`src/rtl/door_pkg.sv`:
```
// Shared types and constants for the door setup path: BCD digits, pin
// records, the full 100-bit setup record, its power-on default and the
// setup_controller state encoding.
package door_pkg;

    typedef logic [3:0] bcdPac_t;

    typedef struct packed {
        logic    status;
        bcdPac_t digit1;
        bcdPac_t digit2;
        bcdPac_t digit3;
        bcdPac_t digit4;
    } pinPac_t;

    typedef struct packed {
        logic       bip_status;
        logic [6:0] bip_time;
        logic [6:0] tranca_aut_time;
        pinPac_t    master_pin;
        pinPac_t    pin1;
        pinPac_t    pin2;
        pinPac_t    pin3;
        pinPac_t    pin4;
    } setupPac_t;

    localparam setupPac_t CFG_DEFAULT = '{
        bip_status:      1'b1,
        bip_time:        7'd5,
        tranca_aut_time: 7'd5,
        master_pin:      '{1'b1, 4'd1, 4'd2, 4'd3, 4'd4},
        pin1:            '{1'b1, 4'd0, 4'd0, 4'd0, 4'd0},
        pin2:            '0,
        pin3:            '0,
        pin4:            '0
    };

    typedef enum logic [1:0] {
        IDLE    = 2'd0,
        ARM     = 2'd1,
        RELEASE = 2'd2
    } setup_ctrl_state_t;

    // A pin is usable only if every digit is a decimal digit
    function automatic logic pin_valid(input pinPac_t p);
        return (p.digit1 <= 4'd9) && (p.digit2 <= 4'd9) &&
               (p.digit3 <= 4'd9) && (p.digit4 <= 4'd9);
    endfunction

    function automatic logic [6:0] clamp_time(input logic [6:0] t,
                                              input logic [6:0] lo,
                                              input logic [6:0] hi);
        if (t < lo)      return lo;
        else if (t > hi) return hi;
        else             return t;
    endfunction

endpackage

```
`src/rtl/setup_sanitize.sv`:
```
// Combinational cleanup of an editor-proposed setup record against the live
// one: clamps the two timers, locks the master pin, keeps pin1 enabled and
// rejects any pin that carries a non-decimal digit.
module setup_sanitize
    import door_pkg::*;
#(
    parameter int MIN_TIME = 5,
    parameter int MAX_TIME = 60
) (
    input  setupPac_t cfg_new_i,
    input  setupPac_t cfg_old_i,
    output setupPac_t cfg_o
);

    localparam logic [6:0] MIN_T = 7'(MIN_TIME);
    localparam logic [6:0] MAX_T = 7'(MAX_TIME);

    // Start from the proposal and override the fields the editor may not own
    always_comb begin
        cfg_o                 = cfg_new_i;
        cfg_o.bip_time        = clamp_time(cfg_new_i.bip_time, MIN_T, MAX_T);
        cfg_o.tranca_aut_time = clamp_time(cfg_new_i.tranca_aut_time, MIN_T, MAX_T);
        cfg_o.master_pin      = cfg_old_i.master_pin;
        if (!pin_valid(cfg_new_i.pin1)) cfg_o.pin1 = cfg_old_i.pin1;
        if (!pin_valid(cfg_new_i.pin2)) cfg_o.pin2 = cfg_old_i.pin2;
        if (!pin_valid(cfg_new_i.pin3)) cfg_o.pin3 = cfg_old_i.pin3;
        if (!pin_valid(cfg_new_i.pin4)) cfg_o.pin4 = cfg_old_i.pin4;
        cfg_o.pin1.status     = 1'b1;
    end

endmodule

```
`src/rtl/setup_controller.sv`:
```
// Initiator side of the setup_on/setup_end handshake with the setup editor.
// Owns the live configuration and commits sanitised editor data.
// Optional feature macro: SETUP_TIMEOUT_EN adds an ARM-state watchdog that
// abandons the session (setup_abort pulse) after TIMEOUT_CYCLES cycles.
//
// state   | meaning
// IDLE    | no session; accepts (or defers) setup_request
// ARM     | setup_on=1, editor owns the session; waiting for setup_end=0
// RELEASE | setup_on=0, waiting for editor to return setup_end=1
module setup_controller
    import door_pkg::*;
#(
    parameter int          MIN_TIME       = 5,
    parameter int          MAX_TIME       = 60,
    parameter logic [31:0] TIMEOUT_CYCLES = 32'd30_000_000
) (
    input  logic      clk,
    input  logic      rst,
    input  logic      setup_request,
    input  logic      setup_end,
    input  setupPac_t data_setup_new,
    output logic      setup_on,
    output setupPac_t data_setup_old,
    output logic      setup_active,
    output logic      cfg_updated,
    output logic      setup_abort
);

    setup_ctrl_state_t state_q, state_d;
    logic              pending_q, pending_d;
    logic              setup_on_q, setup_on_d;
    logic              updated_q, updated_d;
    setupPac_t         cfg_q, cfg_d;
    setupPac_t         cfg_clean;
`ifdef SETUP_TIMEOUT_EN
    logic [31:0]       cnt_q, cnt_d;
    logic              abort_q, abort_d;
`endif

    setup_sanitize #(
        .MIN_TIME (MIN_TIME),
        .MAX_TIME (MAX_TIME)
    ) u_sanitize (
        .cfg_new_i (data_setup_new),
        .cfg_old_i (cfg_q),
        .cfg_o     (cfg_clean)
    );

    // Next-state and registered-output decisions
    always_comb begin
        state_d    = state_q;
        pending_d  = pending_q;
        setup_on_d = setup_on_q;
        updated_d  = 1'b0;
        cfg_d      = cfg_q;
`ifdef SETUP_TIMEOUT_EN
        cnt_d      = '0;
        abort_d    = 1'b0;
`endif
        case (state_q)
            IDLE: begin
                // A request seen while the editor is still busy is remembered
                if (setup_request || pending_q) begin
                    if (setup_end) begin
                        state_d    = ARM;
                        setup_on_d = 1'b1;
                        pending_d  = 1'b0;
                    end else begin
                        pending_d  = 1'b1;
                    end
                end
            end
            ARM: begin
`ifdef SETUP_TIMEOUT_EN
                cnt_d = cnt_q + 32'd1;
`endif
                if (!setup_end) begin
                    cfg_d      = cfg_clean;
                    updated_d  = 1'b1;
                    setup_on_d = 1'b0;
                    state_d    = RELEASE;
                end
`ifdef SETUP_TIMEOUT_EN
                else if (cnt_q == TIMEOUT_CYCLES - 32'd1) begin
                    setup_on_d = 1'b0;
                    abort_d    = 1'b1;
                    state_d    = RELEASE;
                end
`endif
            end
            RELEASE: begin
                if (setup_end) state_d = IDLE;
            end
            default: begin
                state_d    = IDLE;
                setup_on_d = 1'b0;
            end
        endcase
    end

    // State and configuration registers
    always_ff @(posedge clk or negedge rst) begin
        if (!rst) begin
            state_q    <= IDLE;
            pending_q  <= 1'b0;
            setup_on_q <= 1'b0;
            updated_q  <= 1'b0;
            cfg_q      <= CFG_DEFAULT;
`ifdef SETUP_TIMEOUT_EN
            cnt_q      <= '0;
            abort_q    <= 1'b0;
`endif
        end else begin
            state_q    <= state_d;
            pending_q  <= pending_d;
            setup_on_q <= setup_on_d;
            updated_q  <= updated_d;
            cfg_q      <= cfg_d;
`ifdef SETUP_TIMEOUT_EN
            cnt_q      <= cnt_d;
            abort_q    <= abort_d;
`endif
        end
    end

    assign setup_on       = setup_on_q;
    assign data_setup_old = cfg_q;
    assign setup_active   = (state_q != IDLE);
    assign cfg_updated    = updated_q;
`ifdef SETUP_TIMEOUT_EN
    assign setup_abort    = abort_q;
`else
    assign setup_abort    = 1'b0;
`endif

endmodule

```
`config.mk`:
```
export PLATFORM = sky130hd
export DESIGN_NAME = setup_controller
export DESIGN_NICKNAME = d
export VERILOG_FILES = /design/src/rtl/door_pkg.sv /design/src/rtl/setup_sanitize.sv /design/src/rtl/setup_controller.sv
export SDC_FILE = /design/constraint.sdc
export NUM_CORES = 1
export LEC_CHECK = 0
export CAP_MARGIN = 40
export CORE_MARGIN = 5
export CORE_UTILIZATION = 39
export CTS_CLUSTER_DIAMETER = 100
export DETAILED_ROUTE_END_ITERATION = 10
export GPL_TIMING_DRIVEN = 0
export PLACE_DENSITY = 0.81
export SYNTH_ARGS = -nofsm -noshare
export SYNTH_HDL_FRONTEND = slang
export SYNTH_SLANG_ARGS = --single-unit
```
`constraint.sdc`:
```
create_clock -name clk -period 2.3 [get_ports clk]
set_clock_uncertainty 0.2 [all_clocks]
set_input_delay 0.46 -clock clk [delete_from_list [all_inputs] [get_ports clk]]
set_output_delay 0.46 -clock clk [all_outputs]
set_load 0.02 [all_outputs]
```
==> impl_metrics.csv <==
group,metric,value,unit
sta,finalHoldViolCount,0,
routing,routed-via-count,2786,
die,num_rows,35,
clocking,cts_root_buffer,"sky130_fd_sc_hd__clkbuf_8",
placement,dpl-instance-area,5650,um^2
die,floorplan.die.height,107,um
clocking,htree_num_levels,3,
worst_setup_path,worstPathMaxFanout,2,
sta,timing.final.crit_share,0.939,
sta,timing_max_transition_violations_final,0,
worst_setup_path,top_delay_family_on_crit_path,"buffers and inverters",
routing,routed_wl,9.40,mm
grt,pin_count_of_the_biggest_net_entering_global_routing,54,
clocking,cts_buffers,9,
routing,via_per_inst,4.61,
grt,grt_antenna_before_repair,0,
synth,synth.lib_cells_used.distinct,36,
worst_setup_path,worstPathBufferInverterCount,1,
final_layout,post_route_cell_area,5850,um^2
sta,max_freq,463,MHz
final_layout,antenna-diode-count,0,
clocking,cts_tree,"yes",
die,die_width,107,um
routing,drt_iter0_markers,60,
worst_setup_path,critPathKind,"reg2out",
final_layout,area_occupied_by_multi_input_gates,1370,um^2
worst_setup_path,register_to_register_path_setup_slack,420,ps
synth,gate_count_after_technology_mapping,270,
outcome,outcome,"complete, no violations",
synth,synth_edf_count,0,
synth,async_reset_ff_frac,1.00,
worst_setup_path,slowest_cell_on_the_critical_path,"sky130_fd_sc_hd__clkdlybuf4s50_1",
sta,timing.final.setup_violations,0,
die,die_area,11500,um^2
die,pin_count,208,
worst_setup_path,max_stage_delay,600,ps
synth,yosys_warnings,0,
routing,firstDrtPassIters,4,
pwr,irDropWorstVdd,579,uV
placement,finalWeightedCongestion,0.782,
grt,sum_of_overflow_across_all_layers_after_global_routing,0,
grt,globalRouteTotalUtil,0.164,
placement,detailedPlace.worstSlack,-352,ps
grt,wire_length_of_the_first_global_routing_pass,14.8,mm
worst_setup_path,cp.required,1640,ps
sta,rsz0062_at_grt,"false",
worst_setup_path,worstPathArrival,1500,ps
clocking,post_cts.repair.setup_buffers,0,
hold_path,path_type_of_the_worst_min_delay_path,"reg2reg",
routing,drc,0,
routing,antenna_nets_post_route,0,
pwr,power.density_cell_area,1190,nW/um^2
clocking,cts.clk_slew.worst_paths,100,ps
placement,dp_hpwl,7.51,mm
final_layout,final_layout_net_count,574,
pwr,cellLeakagePower,2.63,nW
flow_run,max-cap-violations,0,
sta,timing.final.crit_period,2160,ps
routing,route.detailed.wl_per_inst,15.6,um
worst_setup_path,timing.critical_path.cells,"clkdlybuf4s50_1",
clocking,clock_insertion_delay_worst_skew,340,ps
worst_setup_path,startpoint_type,"flip-flop",
clocking,ctsLongestPathBuffers,2,
final_layout,ff_latch_area,2180,um^2
placement,port-buffer-count,170,
final_layout,drive_above_1_share,0.202,
synth,mappedNetlistArea,3700,um^2
final_layout,final.fill_count,750,
worst_setup_path,end_kind,"output pin",
sta,setup_ws,140,ps
synth,post_synth.cell_area_avg,13.7,um^2
clocking,cts_sinks,87,
synth,yosys_register_bits,87,
grt,first_global_vias,2950,
final_layout,area_growth,58.0,%
sta,finalHoldWorstSlack,274,ps
die,design.core.area,9240,um^2
die,initial_core_util,0.401,
synth,ys_dominant_reg_cell,"sky130_fd_sc_hd__dfrtp_1",
synth,synth.yosys.seq_area_share,0.590,
## layer usage
| layer | wire (um) | track usage | vias up |
|---|---|---|---|
| met3 | 812 | 0.0534 | 12 |
| met2 | 4680 | 0.277 | 111 |
| met4 | 161 | 0.0568 | 0 |
| met5 | 0 | 0 | - |
| li1 | - | - | 1319 |
| met1 | 3750 | 0.196 | 1344 |
## cells in the mapped netlist (2+ instances only)
| cell type | number | area share |
|---|---|---|
| sky130_fd_sc_hd__nand3_1 | 2 | 0.0027 |
| sky130_fd_sc_hd__mux2_2 | 37 | 0.11 |
| sky130_fd_sc_hd__nand2_1 | 20 | 0.020 |
| sky130_fd_sc_hd__dfrtp_1 | 82 | 0.55 |
| sky130_fd_sc_hd__dfstp_2 | 5 | 0.035 |
| sky130_fd_sc_hd__nand4_1 | 5 | 0.0085 |
| sky130_fd_sc_hd__and2_1 | 2 | 0.0034 |
| sky130_fd_sc_hd__buf_4 | 20 | 0.041 |
| sky130_fd_sc_hd__mux2_1 | 30 | 0.091 |
| sky130_fd_sc_hd__a21oi_1 | 3 | 0.0041 |
| sky130_fd_sc_hd__buf_6 | 5 | 0.015 |
| sky130_fd_sc_hd__nor2_8 | 4 | 0.022 |
| sky130_fd_sc_hd__nor2_1 | 5 | 0.0051 |
| sky130_fd_sc_hd__conb_1 | 2 | 0.0020 |
| sky130_fd_sc_hd__o21ai_0 | 27 | 0.037 |
## state kept, by name, indices dropped and copies added, names as in the netlist
name	cells
data_setup_old	82
setup_on	1
cfg_updated	1
state_q	2
pending_q	1
## through the flow
stage          total power, mW  utilization  std cells  setup TNS (ps)
6_report                  6.97        0.633        604               0
5_1_grt                   7.35        0.633        604               0
4_1_cts                   7.07        0.632        604               0
3_5_place_dp              6.06        0.612        587           -7010
3_3_place_gp              5.96        0.609        586         -218290
2_1_floorplan             4.20            -        287               0
## cell type report
type / instances / area share
buffer: 26 / 0.0361
sequential: 87 / 0.373
timing repair buffer: 172 / 0.297
inverter: 2 / 0.00128
clock inverter: 6 / 0.00749
tap: 129 / 0.0276
multi-input combinational: 172 / 0.233
clock buffer: 10 / 0.0235
## placed cells by master (no fill, tap or decap), types with 2 or more instances in the layout
master	Yosys	final
sky130_fd_sc_hd__buf_4	20	21
sky130_fd_sc_hd__a21oi_1	3	3
sky130_fd_sc_hd__conb_1	2	19
sky130_fd_sc_hd__nor2_2	1	2
sky130_fd_sc_hd__nand4_1	5	5
sky130_fd_sc_hd__nand2_1	20	20
sky130_fd_sc_hd__dfrtp_1	82	82
sky130_fd_sc_hd__and2_1	2	2
sky130_fd_sc_hd__mux2_1	30	30
sky130_fd_sc_hd__nand3_1	2	2
sky130_fd_sc_hd__buf_6	5	5
sky130_fd_sc_hd__mux2_2	37	37
sky130_fd_sc_hd__dfstp_2	5	5
sky130_fd_sc_hd__o21ai_0	27	26
sky130_fd_sc_hd__clkinv_2	0	2
sky130_fd_sc_hd__nor2_1	5	4
sky130_fd_sc_hd__clkdlybuf4s50_1	0	168
sky130_fd_sc_hd__inv_6	0	2
sky130_fd_sc_hd__clkbuf_8	0	10
sky130_fd_sc_hd__nor2_8	4	4
## what timing repair did
item / 4_1_cts / 5_1_grt
hold endpoints to repair: 32 / 0
gates resized for setup: 0 / 3
hold buffers: 1 / 0
endpoints found under the setup margin: 0 / 11
## path summary, 6_finish.rpt
path / startpoint / end / cells after the start
min: data_setup_old[88] / data_setup_old[88] / 2
min in group asynchronous: rst / data_setup_old[95] / 2
min reg2reg: data_setup_old[88] / data_setup_old[88] / 2
max: data_setup_old[99] / data_setup_old[99] / 1
max in group asynchronous: rst / data_setup_old[87] / 3
max reg2reg: state_q[1] / data_setup_old[14] / 5
## cell families (layout without fill, tap and decap cells)
group | Yosys count | in the layout | share of synthesized area
flops | 87 | 87 | 0.590
mux | 67 | 67 | 0.204
simple gates | 47 | 47 | 0.0791
compound gates | 38 | 38 | 0.0636
buf+inv | 28 | 216 | 0.0592
other cells | 2 | 19 | 0.00203
xor+xnor | 1 | 1 | 0.00237
## report_power, final
part / internal [mW] / switching, mW / total, mW
clock network: 0.428 / 0.561 / 0.989
logic: 1.76 / 1.61 / 3.37
registers: 2.25 / 0.355 / 2.61
total: 4.44 / 2.53 / 6.97
(Power assumes the default switching activity.)
